<file path="config.mk">
export PLATFORM = sky130hd
export DESIGN_NAME = leaf_endpoint_rx
export DESIGN_NICKNAME = d
export VERILOG_FILES = /design/src/rtl/leaf_endpoint_rx_pkg.sv /design/src/rtl/leaf_endpoint_rx_credit_sync_fifo.sv /design/src/rtl/leaf_endpoint_rx.sv
export SDC_FILE = /design/constraint.sdc
export NUM_CORES = 1
export LEC_CHECK = 0
export ABC_AREA = 1
export BUFFER_PORTS_ARGS = -buffer_cell sky130_fd_sc_hd__buf_4
export CAP_MARGIN = 20
export CELL_PAD_IN_SITES_DETAIL_PLACEMENT = 0
export CELL_PAD_IN_SITES_GLOBAL_PLACEMENT = 1
export CORE_ASPECT_RATIO = 2
export CORE_MARGIN = 2
export CORE_UTILIZATION = 46
export CTS_CLUSTER_DIAMETER = 60
export DETAILED_ROUTE_END_ITERATION = 10
export PLACE_DENSITY = 0.79
export SYNTH_ARGS = -nofsm -noshare
export SYNTH_HDL_FRONTEND = slang
export SYNTH_SLANG_ARGS = --single-unit
export TNS_END_PERCENT = 100
</file>
<file path="constraint.sdc">
create_clock -name clk -period 3.2 [get_ports clk]
set_input_delay 0.32 -clock clk [delete_from_list [all_inputs] [get_ports clk]]
set_output_delay 0.32 -clock clk [all_outputs]
set_load 0.02 [all_outputs]
</file>
<file path="src/rtl/leaf_endpoint_rx_pkg.sv">
// Shared constants for the leaf router receive endpoint.
// The ROUTER_WIDTH and LEAF_RX_DEPTH fallbacks below apply only when router.vh
// has not already defined them. LEAF_RX_DEPTH is the single source for the
// endpoint FIFO depth and for the router's per-port initial credit count.
`ifndef ROUTER_WIDTH
`define ROUTER_WIDTH 32
`endif
`ifndef LEAF_RX_DEPTH
`define LEAF_RX_DEPTH 4
`endif

package leaf_endpoint_rx_pkg;
  localparam int ROUTER_WIDTH_P  = `ROUTER_WIDTH;
  localparam int LEAF_RX_DEPTH_P = `LEAF_RX_DEPTH;
endpackage

</file>
<file path="src/rtl/leaf_endpoint_rx_credit_sync_fifo.sv">
// Circular-buffer FIFO for the leaf receive endpoint: memory, pointers and count.
// A push is accepted when a slot is free, or when a pop frees one in the same
// cycle. A refused push leaves the pointers and the count unchanged.
module leaf_endpoint_rx_credit_sync_fifo
  import leaf_endpoint_rx_pkg::*;
#(
  parameter int DATA_W = ROUTER_WIDTH_P,
  parameter int DEPTH  = LEAF_RX_DEPTH_P
) (
  input  logic                     clk,
  input  logic                     rst,
  input  logic                     push_req_i,
  input  logic                     pop_i,
  input  logic [DATA_W-1:0]        wdata_i,
  output logic [DATA_W-1:0]        rdata_o,
  output logic [$clog2(DEPTH):0]   cnt_o
);
  localparam int AW = $clog2(DEPTH);
  localparam logic [AW:0] FULL_CNT = (AW+1)'(DEPTH);

  logic [DATA_W-1:0] mem_q [DEPTH];
  logic [AW-1:0]     wp_q, wp_d, rp_q, rp_d;
  logic [AW:0]       cnt_q, cnt_d;
  logic              push;

  assign push    = push_req_i && ((cnt_q != FULL_CNT) || pop_i);
  assign rdata_o = mem_q[rp_q];
  assign cnt_o   = cnt_q;

  // Next-state for the pointers and the count. Pointers wrap naturally because DEPTH is a power of two.
  always_comb begin
    wp_d  = wp_q;
    rp_d  = rp_q;
    cnt_d = cnt_q;
    if (push) wp_d = wp_q + 1'b1;
    if (pop_i) rp_d = rp_q + 1'b1;
    if (push && !pop_i) cnt_d = cnt_q + 1'b1;
    else if (!push && pop_i) cnt_d = cnt_q - 1'b1;
  end

  // Pointer and count registers with synchronous active-low reset.
  always_ff @(posedge clk) begin
    if (!rst) begin
      wp_q  <= '0;
      rp_q  <= '0;
      cnt_q <= '0;
    end else begin
      wp_q  <= wp_d;
      rp_q  <= rp_d;
      cnt_q <= cnt_d;
    end
  end

  // Storage array. It is not reset, because the head is only observed while the count is non-zero.
  always_ff @(posedge clk) begin
    if (push) mem_q[wp_q] <= wdata_i;
  end
endmodule

</file>
<file path="src/rtl/leaf_endpoint_rx.sv">
// Leaf router receive endpoint: buffers flits pushed under credit flow control,
// hands them to the PE over valid/ready, and returns one credit per freed slot.
// The optional macro LEAF_RX_OVF_CHECK_EN enables a sticky overflow flag for
// pushes that arrive while the FIFO is full with no pop in the same cycle.
module leaf_endpoint_rx
  import leaf_endpoint_rx_pkg::*;
#(
  parameter int DATA_W = ROUTER_WIDTH_P,
  parameter int DEPTH  = LEAF_RX_DEPTH_P
) (
  input  logic                   clk,
  input  logic                   rst,
  input  logic                   in_data_valid,
  input  logic [DATA_W-1:0]      in_data,
  output logic                   out_credit,
  output logic                   pe_valid,
  output logic [DATA_W-1:0]      pe_data,
  input  logic                   pe_ready,
  output logic                   ovf_err,
  output logic [$clog2(DEPTH):0] occupancy
);
  localparam int AW = $clog2(DEPTH);

  logic pop;
  logic credit_q;

  assign pe_valid   = (occupancy != '0);
  assign pop        = pe_valid && pe_ready;
  assign out_credit = credit_q;

  leaf_endpoint_rx_credit_sync_fifo #(
    .DATA_W (DATA_W),
    .DEPTH  (DEPTH)
  ) u_fifo (
    .clk        (clk),
    .rst        (rst),
    .push_req_i (in_data_valid),
    .pop_i      (pop),
    .wdata_i    (in_data),
    .rdata_o    (pe_data),
    .cnt_o      (occupancy)
  );

  // Each pop becomes exactly one credit pulse in the following cycle. A reset discards any pending credit.
  always_ff @(posedge clk) begin
    if (!rst) credit_q <= 1'b0;
    else      credit_q <= pop;
  end

`ifdef LEAF_RX_OVF_CHECK_EN
  localparam logic [AW:0] FULL_CNT = (AW+1)'(DEPTH);
  logic ovf_q;
  logic drop;

  assign drop    = in_data_valid && (occupancy == FULL_CNT) && !pop;
  assign ovf_err = ovf_q;

  // Sticky flag, set by the first push the router sends without holding a credit.
  always_ff @(posedge clk) begin
    if (!rst)      ovf_q <= 1'b0;
    else if (drop) ovf_q <= 1'b1;
  end

`ifndef SYNTHESIS
  // Report each dropped flit while simulating.
  always_ff @(posedge clk) begin
    if (rst && drop) $error("leaf_endpoint_rx: flit dropped on full FIFO (credit protocol violation)");
  end
`endif
`else
  assign ovf_err = 1'b0;
`endif
endmodule

</file>
==> results.md, run 1 <==
Status:
- The run finished with clean final reports.

Yosys:
- The share of the Yosys chip area taken by registers is 0.762.
- During synthesis, Yosys emitted a total of 0 warnings.
- Synthesis produced 383 cells.
- The average size of a mapped cell is 13.9 um^2.
- The cell area after synthesis is 5310 um^2.
- In this run, synthesis produced a sequential element count of 138.
- The total nets after synthesis is around 430.
- Yosys mapped the design onto 21 distinct sky130hd cell types.

Power and ir drop:
- The power density over cell area is 845 nW/um^2.
- The worst IR drop on VDD is 549 uV.
- The analysis attributes to cell leakage a power of 2.36 nW.

Worst setup path:
- The critical path required time is 2.88 ns.
- STA classifies the critical path startpoint as a flop.
- The endpoint kind of the worst setup timing path is a primary output.
- Data arrives at the worst endpoint at 2.22 ns.
- The maximum fanout encountered on the critical timing path is 32.
- The category of the critical setup timing path is flop to primary output.

Routing:
- The detailed-route DRC error count is 0.
- The via-per-instance ratio is 5.30.
- The overall via count from detail_route is 3263.
- For this block, the routed nets add up to 10.7 mm of wire.
- The detailed router finished its first iteration with 224 violations.
- After detailed routing, the average wire length per cell comes to between 15 and 20 um.
- Once detail routing completed, the nets flagged for antenna violations numbered 0.
- The count of TritonRoute iterations in the first routing pass is 4.

Timing:
- Setup repair after global routing left no endpoint under its margin.
- The setup total negative slack is 0 ns.
- The final hold violation count is 0.
- The share of the clock period used by the worst path is 0.793.
- Derived from the worst setup path, the maximum achievable clock frequency is 394 MHz.
- The transition time at the pin with the least slew margin is slightly above 1 ns.
- The shortest clock period the worst path allows after layout is 2.54 ns.
- Setup violations remaining at the end of the flow were counted as 0.
- Clock skew on the completed layout was measured at 0.00921 ns.
- The count of final max-slew check failures came to 0.
- The max-slew headroom at the worst pin is 0.326.

Floorplan:
- The width of the die is 80.0 um.
- The area enclosed by the die boundary is around 12000 um^2.
- For this configuration, the core starts out at a cell density of 0.470.
- The die height is ~160 um.
- The number of I/O pins is 74.
- The floorplan core area is ~11000 um^2.
- The count of standard-cell rows is between 50 and 60.

Placed design:
- The count of port buffers added during placement is 72.
- The weighted congestion at the end of routability-driven global placement is 0.747.
- The detailed placement HPWL is 6.86 mm.

Clocking:
- Clock latency on the worst-skew pair, taken at its later pin, is about 0.4 ns.
- The post-CTS setup buffer count is 0.
- Clock-pin slew was measured on the worst setup and hold paths at 0.05 ns.
- Post-CTS repair changed the size of 0 cells.
- The maximum buffer depth of the clock tree is 2.
- TritonCTS built the clock tree.
- The CTS root buffer is sky130_fd_sc_hd__clkbuf_16.
- Clock tree synthesis found a total of 138 sinks.
- The count of H-tree levels built during CTS is 4.
- The number of clock buffers added by TritonCTS is 17.
- The number of buffers inserted by hold repair at cts is 0.

Hold path:
- The type of the tightest min-delay check is input port to flop.

Global routing:
- The initial antenna violation count is 0.
- The number of global-route vias before repair is between 3000 and 4000.
- The largest net degree at the start of global routing is between 60 and 70.
- The layer with the highest usage is met2.
- For this run, global-route usage on met3 was measured as 0.0509.
- After global routing the overflow that remains totals 0.
- The met2 layer usage reported by global route is 0.335.
- The first global-routing pass estimated 16.6 mm of wire.
- For this run, global-route usage on met1 was measured as 0.190.
- For this run, the total global-route usage over all layers was measured as 0.183.

Cells and area:
- The number of filler instances in the final layout is 937.
- The count of inserted antenna diode cells is 0.
- Of the cells placed in the final design, the portion with a size suffix greater than 1 is 0.245.
- The layout-stage area growth over the synthesis result is 22.4%.
- The final core utilization is 0.576.
- The net count of the finished layout is ~500.

Run:
- Across the run, the number of max-cap violations was 0.
## sequential cells by signal, indices dropped and copies added, names as in the netlist, named ones only
signal        count
u_fifo.mem_q    128
u_fifo.rp_q       2
u_fifo.wp_q       2
out_credit        1
u_fifo.cnt_o      3
## placed cells by master (no fill, tap or decap), drive strengths merged
master,instances
clkinv,4
conb,1
edfxtp,128
dfxtp,10
nand2,15
o22ai,32
bufinv,1
clkbuf,25
nand3,5
xor2,1
nor2,78
buf,79
o21ai,65
ha,5
fa,1
clkinvlp,2
a21oi,5
inv,17
## through the flow
step                      cell area [um^2]  hold WS [ns]  power [mW]  worst slack, ns  cells
final                                 6500         0.112        5.49            0.662    616
after floorplan                       5310         0.419        3.20            0.534    383
after CTS                             6500        0.0946        5.53            0.683    616
after global routing                  6500        0.0944        5.74            0.565    616
after global placement                5940         0.484        3.70             1.07    584
after detailed placement              5940         0.499        3.73            0.979    584
## critical path, cell delays in order (launching register included)
cell	delay, ns
sky130_fd_sc_hd__dfxtp_1	0.40
sky130_fd_sc_hd__buf_4	0.26
sky130_fd_sc_hd__inv_2	0.46
sky130_fd_sc_hd__o21ai_0	0.18
sky130_fd_sc_hd__o22ai_1	0.29
sky130_fd_sc_hd__buf_4	0.21
## cell families (layout without fill, tap and decap cells)
logic type               after synthesis  after routing  share of synthesized area
AO/OA/AOI/OAI                        102            102                      0.104
XOR/XNOR                               1              1                    0.00165
adder cells (fa/ha/maj)                6              6                     0.0156
buffers and inverters                 37            128                     0.0446
flip-flops                           138            138                      0.762
other                                  1              1                   0.000707
AND/OR/NAND/NOR                       98             98                     0.0719
## metal layers
metal	vias up	routed length, um
met2	78	6190
met4	0	198
li1	1561	-
met1	1606	3870
met3	18	426
met5	-	0
## worst paths after layout
| check | depth (start not counted) | slack (ns) | from | endpoint |
|---|---|---|---|---|
| hold / removal | 1 | 0.11 | in_data[8] | u_fifo.mem_q[0][8]$_DFFE_PP_ |
| setup reg to reg | 9 | 0.99 | u_fifo.cnt_o[0]$_SDFFE_PN0P_ | u_fifo.cnt_o[1]$_SDFFE_PN0P_ |
| hold reg to reg | 2 | 0.51 | u_fifo.rp_q[0]$_SDFFE_PN0N_ | u_fifo.rp_q[0]$_SDFFE_PN0N_ |
| setup / recovery | 5 | 0.66 | flop | pe_data[25] |
## synthesized netlist by cell type, drive strengths merged
cell type    n  area [um^2]
edfxtp     128         3840
nor2        78          293
o21ai       65          325
o22ai       32          200
buf         19          161
inv         17         71.3
nand2       15         63.8
dfxtp       10          200
a21oi        5         25.0
ha           5         62.6
nand3        5         25.0
clkbuf       1         3.75
conb         1         3.75
fa           1         20.0
xor2         1         8.76
## area by class of cell
type | instances | area (um^2) | area share
clock inverters | 7 | 68.8 | 0.0106
repair buffers | 79 | 593 | 0.0913
clock buffers | 25 | 485 | 0.0747
inverters | 17 | 71.3 | 0.0110
flip-flops and latches | 138 | 4050 | 0.622
multi-input cells | 208 | 1060 | 0.163
well taps | 142 | 178 | 0.0273
## power breakdown
part	internal, mW	switching, mW
sequential	2.15	0.110
clock	1.13	0.679
combinational	0.520	0.902
No activity file was read; power rests on OpenSTA's default activity.
==> run 2, diff against run 1 <==
- ABC_AREA: 1 -> 0
- CORE_UTILIZATION: 46 -> 49
- clock period: 3.2 -> 2.65 ns (I/O delays scaled with it)
==> results.md, run 2 <==
Yosys:
- The number of distinct library cells after synthesis is 27.
- By area the synthesized netlist is led by sky130_fd_sc_hd__edfxtp_1 75%, sky130_fd_sc_hd__mux4_2 14%, sky130_fd_sc_hd__dfxtp_1 3.9%, sky130_fd_sc_hd__ha_1 1.2%, sky130_fd_sc_hd__mux2i_1 0.59%.
- Synthesis handed over a netlist of 219 instances.
- The largest area contributor in the synthesized netlist is sky130_fd_sc_hd__edfxtp_1.
- After synthesis, the share of flip-flops with an asynchronous set or reset is 0.
- The cell area that synthesis handed to floorplanning was 5130 um^2.
- The number of nets in the synthesized netlist is 261.
- The synthesis warning total is 0.
- The average size of a mapped cell is approximately 23 um^2.
- The most common cell in the synthesized netlist is sky130_fd_sc_hd__edfxtp_1.
- The number of flops mapped to enable cells by yosys is roughly 130.
- Counting flops and latches in the post-synthesis netlist gives 138.
- The commonest cells after synthesis are 128 x sky130_fd_sc_hd__edfxtp_1, 32 x sky130_fd_sc_hd__mux4_2, 10 x sky130_fd_sc_hd__dfxtp_1.
- Of the post-synthesis cell area, the dominant cell type holds 0.749.
- Among all flip-flop cells after synthesis, the most frequent one is sky130_fd_sc_hd__edfxtp_1.
- For this run, the register share of the synthesized area comes to 0.788.

Power and ir drop:
- The worst-case IR drop observed on VDD is 672 uV.
- For this design the ratio of total power to cell area is about 1000 nW/um^2.
- The leakage power summed over all cells is 2.20 nW.

Global routing:
- The number of global-route vias before repair was 2573.
- The total overflow left after global routing is 0.
- The largest net degree at the start of global routing is 33.
- The global routing usage summed across all routing layers is 0.160.
- The initial antenna violation count came to 0.
- The wire length of the first global-routing pass is around 13 mm.

Timing:
- Setup violations remaining at the end of the flow were counted as 0.
- Setup repair after global routing left no endpoint under its margin.
- The share of the clock period used by the worst path is 0.876.
- Derived from the worst setup path, the maximum achievable clock frequency is 431 MHz.
- At the pin with the least slew margin, the transition time is 0.886 ns.
- The setup total negative slack is 0 ns.
- The count of final max-slew check failures is 0.
- The shortest clock period the worst path allows after layout is between 2 and 2.5 ns.
- The final hold violation count is 0.
- The max-slew headroom at the worst pin is 0.409.
- The clock tree skew after final layout is 0.00481 ns.

Routing:
- The count of TritonRoute iterations in the first routing pass is 4.
- The number of nets with antenna violations after detailed routing is 0.
- For this block, the via count after detailed routing is 2366.
- The detailed-route DRC error count is 0.
- After detailed routing, the number of vias per cell comes to 5.25.
- The detailed router finished its first iteration with 100 violations.
- After detailed routing, the total wire length is between 8 and 9 mm.
- The per-cell routed wire length is 19.0 um.

Worst setup path:
- Grouping stages by cell kind, the critical path spends the most delay in adder cells.
- The setup check on the worst reg-to-reg path leaves a slack of 0.33 ns.
- The largest individual stage delay along the critical path comes from the cell sky130_fd_sc_hd__dfxtp_1.
- The category of the critical setup timing path is flop to flop.
- The buffer and inverter count on the worst path is 1.
- For the worst flop-to-flop path, the logic depth is 7.
- The endpoint kind of the worst setup timing path is a flop.
- Walking the worst path, the cells encountered are o41a_1, ha_1, inv_1, fa_1, xor2_1, or3_2, a21boi_0.
- The biggest cell delay along the critical path is between 0.4 and 0.5 ns.
- In this run the worst path has a maximum fanout of 7.
- The category of the worst setup path launch point is a flop.
- In this run the critical register-to-register path is captured at u_fifo.cnt_o[2]$_SDFFE_PN0P_.
- STA puts the critical path data required time at 2.97 ns.
- The worst register-to-register path begins at u_fifo.cnt_o[0]$_SDFFE_PN0P_.
- Data on the critical path arrives at its endpoint at 2.64 ns.
- The critical path depth is 7.

Floorplan:
- After floorplanning, the core was sized to cover 10100 um^2.
- The die height is 149 um.
- The floorplan step defined a die boundary enclosing between 10000 and 15000 um^2.
- The width of the die is 76.4 um.
- In this run the core area contains 52 standard-cell rows.
- The initial utilization of the core area, before any placement, comes to 0.505.
- 74 I/O pins were placed.

Hold path:
- The type of the tightest min-delay check is input port to flop.
- The depth of the worst hold-timing path is 1.
- The hold-critical path endpoint is u_fifo.mem_q[0][27]$_DFFE_PP_.
- The origin of the worst min-delay path is in_data[27].

Cells and area:
- Compared with the post-synthesis result, the final layout area differs by 23.7%.
- The most common cell after layout, fill and taps aside is sky130_fd_sc_hd__edfxtp_1.
- Leaving out fill and tap cells, the most frequent cells in the layout are 128 x sky130_fd_sc_hd__edfxtp_1, 75 x sky130_fd_sc_hd__buf_4, 32 x sky130_fd_sc_hd__mux4_2.
- More flip-flops sit in one register than any other, and that register is u_fifo.mem_q.
- Measured on the finished design, the core utilization comes to 0.625.
- The layout has a little under 800 filler cells.
- In the final design database the tool counted roughly 350 nets.
- The flip-flop count of the largest register, all copies and words added is 128.
- The count of inserted antenna diode cells is 0.
- The fraction of layout cells with a size suffix above 1 is 0.443.

Clocking:
- The TritonCTS buffer count is 17.
- The clock reaches the later pin of the worst-skew pair after about 0.4 ns.
- The clock transition at the register clock pins on the worst setup and hold paths after CTS is about 0.050 ns.
- The number of buffers inserted by hold repair at cts is 0.
- The CTS root buffer is sky130_fd_sc_hd__clkbuf_16.
- The maximum buffer depth of the clock tree is 2.
- Buffers added to address setup during post-CTS repair amount to 0.
- The number of sinks driven by the clock tree is 138.
- The clock tree from TritonCTS is done.
- After clock tree synthesis, the repair step resized 0 gates.
- The count of H-tree levels built during CTS is 4.

Placed design:
- Routability-driven placement finished with a final weighted congestion of 0.700.
- The count of buffers added on input and output ports is 72.
- Detailed placement ended at an HPWL of 5.32 mm.

Run:
- Across the run, the number of max-cap violations was 0.

Status:
- The run finished with clean final reports.
-- run 2: cell count changes after synthesis, sizes merged, moves of 5 or more --
| cell | change |
|---|---|
| a21oi | -5 |
| and2 | +8 |
| buf | -10 |
| inv | -13 |
| mux4 | +32 |
| nand2 | -11 |
| nand3 | -5 |
| nor2 | -78 |
| o21ai | -64 |
| o22ai | -32 |
-- run 2: kinds of logic (layout without fill, tap and decap cells) --
logic type,count (synthesis),in the layout,share of synthesized area
fa+ha+maj,6,6,0.0161
buf+inv,14,111,0.0149
xor+xnor,4,4,0.00683
flops,138,138,0.788
compound gates,5,5,0.00781
simple gates,16,16,0.0190
other cells,1,1,0.000731
mux,35,35,0.146
-- run 2: worst reg2reg max path: stages (launching register included) --
cell and delay [ns]:
sky130_fd_sc_hd__dfxtp_1 0.47, sky130_fd_sc_hd__o41a_1 0.38, sky130_fd_sc_hd__ha_1 0.24, sky130_fd_sc_hd__inv_1 0.06, sky130_fd_sc_hd__fa_1 0.37, sky130_fd_sc_hd__xor2_1 0.16, sky130_fd_sc_hd__or3_2 0.40, sky130_fd_sc_hd__a21boi_0 0.17
-- run 2: power by group --
part	switching, mW	internal, mW	leakage [nW]
logic	0.827	0.782	0.673
clock network	0.793	1.36	0.265
registers	0.0951	2.61	1.26
total	1.72	4.75	2.20
-- run 2: metal layers --
metal,track usage,vias to the layer above,routed length (um)
met4,0.0764,0,80
met2,0.302,59,4980
met3,0.0400,4,313
li1,-,1069,-
met5,0,-,0
met1,0.163,1234,3180
-- run 2: worst max-delay path by stage --
stage                                       from  slack (ns)                      endpoint
finish              u_fifo.cnt_o[0]$_SDFFE_PN0P_        0.33  u_fifo.cnt_o[2]$_SDFFE_PN0P_
global route        u_fifo.cnt_o[0]$_SDFFE_PN0P_        0.21  u_fifo.cnt_o[2]$_SDFFE_PN0P_
CTS                 u_fifo.cnt_o[0]$_SDFFE_PN0P_        0.31  u_fifo.cnt_o[2]$_SDFFE_PN0P_
detailed placement  u_fifo.cnt_o[0]$_SDFFE_PN0P_        0.32  u_fifo.cnt_o[2]$_SDFFE_PN0P_
global placement    u_fifo.cnt_o[0]$_SDFFE_PN0P_        0.40  u_fifo.cnt_o[2]$_SDFFE_PN0P_
floorplan           u_fifo.cnt_o[0]$_SDFFE_PN0P_        0.44  u_fifo.cnt_o[2]$_SDFFE_PN0P_
-- run 2: area by class of cell --
type | count | area, um^2 | share of cell area
clock buffer | 20 | 437 | 0.0688
sequential | 138 | 4050 | 0.638
timing repair buffer | 75 | 563 | 0.0887
inverter | 4 | 15.0 | 0.00237
clock inverter | 12 | 106 | 0.0168
multi-input combinational | 67 | 1010 | 0.159
tap | 135 | 169 | 0.0266
-- run 2: through the flow --
step	instance area [um^2]	hold slack [ns]	cells	power [mW]	setup slack (ns)
floorplan	5130	0.364	219	3.80	0.443
global placement	5800	0.464	419	4.37	0.403
detailed placement	5800	0.468	419	4.40	0.323
CTS	6350	0.0524	451	6.54	0.312
global route	6350	0.0547	451	6.71	0.212
finish	6350	0.0649	451	6.46	0.330
==> run 3, diff against run 2 <==
- CORE_UTILIZATION: 49 -> 46
- CTS_BUF_LIST: default -> sky130_fd_sc_hd__clkbuf_4 sky130_fd_sc_hd__clkbuf_8
- PLACE_DENSITY: 0.79 -> 0.78
- SLEW_MARGIN: default -> 10
- clock period: 2.65 -> 2.1 ns (I/O delays scaled with it)
==> results.md, run 3 (synthesis gave the netlist of run 2 again) <==
Status:
- The run finished with clean final reports.

Cells and area:
- The top cell types in the final layout, fill and taps aside, are 128 x sky130_fd_sc_hd__edfxtp_1, 77 x sky130_fd_sc_hd__buf_4, 32 x sky130_fd_sc_hd__mux4_2, 32 x sky130_fd_sc_hd__dlygate4sd3_1, 17 x sky130_fd_sc_hd__clkbuf_8.
- The number of filler instances in the final layout is 768.
- The number of antenna diodes in the final layout is 0.
- The most common cell after layout, fill and taps aside is sky130_fd_sc_hd__edfxtp_1.
- The layout-stage area growth over the synthesis result is 29.6%.
- The final net count is 382.
- Of the cells placed in the final design, the portion with a size suffix greater than 1 is 0.448.
- The flip-flop count of the largest register, all copies and words added is approximately 130.
- Ranked by flip-flop count, first place goes to u_fifo.mem_q.

Clocking:
- The clock net in this run drives a total of 138 sinks.
- The H-tree generated during clock tree synthesis spans 4 levels.
- For the worst-skew pair, the clock arrives at the later sink with an insertion delay of roughly 0.42 ns.
- The clock tree from TritonCTS is done.
- The TritonCTS buffer count is 17.
- The maximum buffer depth of the clock tree is 2.
- CTS placed an instance of sky130_fd_sc_hd__clkbuf_8 at the clock tree root.
- Clock-pin slew was measured on the worst setup and hold paths at approximately 0.070 ns.

Floorplan:
- The die height is around 150 um.
- The initial utilization of the core area, before any placement, comes to 0.472.
- The count of standard-cell rows is 54.
- The number of I/O pins is 74.
- The width of the die is about 79 um.
- The total area inside the core boundary comes to about 11000 um^2.
- The area enclosed by the die boundary is around 12000 um^2.

Routing:
- For this block, the routed nets add up to approximately 8.7 mm of wire.
- The via-per-instance ratio is 4.98.
- For this block, the via count after detailed routing is 2457.
- Once detail routing completed, the nets flagged for antenna violations numbered 0.
- The per-cell routed wire length is 17.7 um.
- The count of TritonRoute iterations in the first routing pass is 4.
- The detailed-route DRC error count is 0.
- The initial detailed-routing violation count is 140.

Global routing:
- The initial antenna violation count is 0.
- The first global-routing pass estimated 14.0 mm of wire.
- The global routing usage summed across all routing layers is 0.161.
- Entering global routing, the biggest net connects 33 pins.
- The number of global-route vias before repair is 2711.
- After global routing the overflow that remains totals 0.

Placed design:
- OpenSTA, run right after detailed placement, puts the worst setup slack at -0.00764 ns.
- The count of port buffers added during placement is 72.
- The detailed placement HPWL is 5.13 mm.
- At the end of routability-driven placement, the weighted congestion stood at 0.668.

Worst setup path:
- The buffer and inverter count on the worst path is 2.
- The maximum fanout encountered on the critical timing path is 7.
- Traced cell by cell, the critical path runs through inv_2, o41a_1, ha_2, inv_1, fa_2, xor2_1, or3_2, a21boi_1.
- Among all stages on the critical path, the largest delay is contributed by sky130_fd_sc_hd__o41a_1.
- The critical path data arrival time is between 2 and 2.5 ns.
- The category of the worst setup path launch point is a flop.
- The critical path required time is between 2 and 2.5 ns.
- The endpoint kind of the worst setup timing path is a flop.
- The critical path in this run is classified as flop to flop.
- Broken down by cell family, the worst path's largest delay share belongs to compound AO/OA/AOI/OAI gates.
- In this design, the stage delay of the slowest critical-path cell is 0.45 ns.

Timing:
- The share of the clock period used by the worst path is 0.966.
- The clock tree skew after final layout is 0.00989 ns.
- Headroom to the max-slew limit came out at 0.402.
- Setup repair after global routing left no endpoint under its margin.
- After layout, the worst setup slack is 0.0711 ns.
- The count of final setup violators is 0.
- The count of final max-slew check failures is 0.
- For the pin with the worst max-slew slack, the measured transition is 0.897 ns.
- The fmax is approximately 490 MHz.
- The final hold violation count is 0.
- The setup total negative slack is 0 ns.
- For the finished layout, the period the worst path requires is 2.03 ns.

Power and ir drop:
- For this design the ratio of total power to cell area is 1190 nW/um^2.
- In this run the static leakage power is 2.31 nW.
- Of the total power, the share spent switching nets is 0.276.
- The total power draw is between 7 and 8 mW.
- The total net switching power is around 2.2 mW.
- Cell internal power was estimated by the tool at approximately 5.7 mW.
- The share of total power dissipated in sequential elements is 0.433.
- The share of total power dissipated in combinational logic is 0.279.
- Across the VDD grid, the largest voltage drop is 824 uV.
- The part of the total power dissipated in the clock network is 0.288.

Hold path:
- The type of the tightest min-delay check is input port to flop.

Run:
- Across the run, the number of max-cap violations was 0.
==> run 3: what timing repair did <==
| action | CTS | global route |
|---|---|---|
| buffers inserted | 0 | 3 |
| setup endpoints to repair | 4 | 10 |
| hold buffers | 32 | 0 |
| resized for setup | 4 | 5 |
| hold endpoints to repair | 128 | 0 |
| pin swaps | 1 | 2 |
| cloned | 0 | 0 |
==> run 3: power groups by stage <==
stage	registers, mW	logic [mW]	clock network, mW
after floorplan	3.46	1.34	0
after global placement	3.45	2.11	0
after detailed placement	3.46	2.13	0
after CTS	3.42	2.20	2.33
after global routing	3.45	2.36	2.47
final	3.42	2.21	2.28
==> run 3: cell type report <==
type | count | area (um^2) | area share
inverter | 4 | 15.0 | 0.00226
timing repair buffer | 112 | 945 | 0.142
clock buffer | 19 | 249 | 0.0375
tap | 140 | 175 | 0.0264
sequential | 138 | 4060 | 0.611
clock inverter | 13 | 176 | 0.0265
multi-input combinational | 67 | 1030 | 0.155
==> run 3: routing by layer <==
metal	track usage	vias to the layer above	part of all wire	wire, um
li1	-	1142	-	-
met1	0.170	1232	0.36	3170
met2	0.288	72	0.58	5030
met3	0.0537	11	0.047	408
met4	0.0627	0	0.014	123
met5	0	-	0	0
==> run 3: metrics by stage <==
step / hold slack (ns) / utilization / cells / cell area [um^2]
final: 0.0663 / 0.611 / 493 / 6650
after global routing: 0.0537 / 0.611 / 493 / 6650
after CTS: 0.0376 / 0.608 / 490 / 6610
after detailed placement: 0.414 / 0.538 / 426 / 5850
after global placement: 0.410 / 0.538 / 426 / 5850
after floorplan: 0.309 / - / 219 / 5140
==> run 3: worst paths after layout <==
path | start | end | slack, ns | cells after the start
hold / removal | pe_ready | out_credit$_SDFF_PN0_ | 0.07 | 2
setup reg to reg | u_fifo.cnt_o[2]$_SDFFE_PN0P_ | u_fifo.cnt_o[2]$_SDFFE_PN0P_ | 0.07 | 8
hold reg to reg | u_fifo.wp_q[0]$_SDFFE_PN0P_ | u_fifo.wp_q[0]$_SDFFE_PN0P_ | 0.51 | 2
setup / recovery | u_fifo.cnt_o[2]$_SDFFE_PN0P_ | u_fifo.cnt_o[2]$_SDFFE_PN0P_ | 0.07 | 8
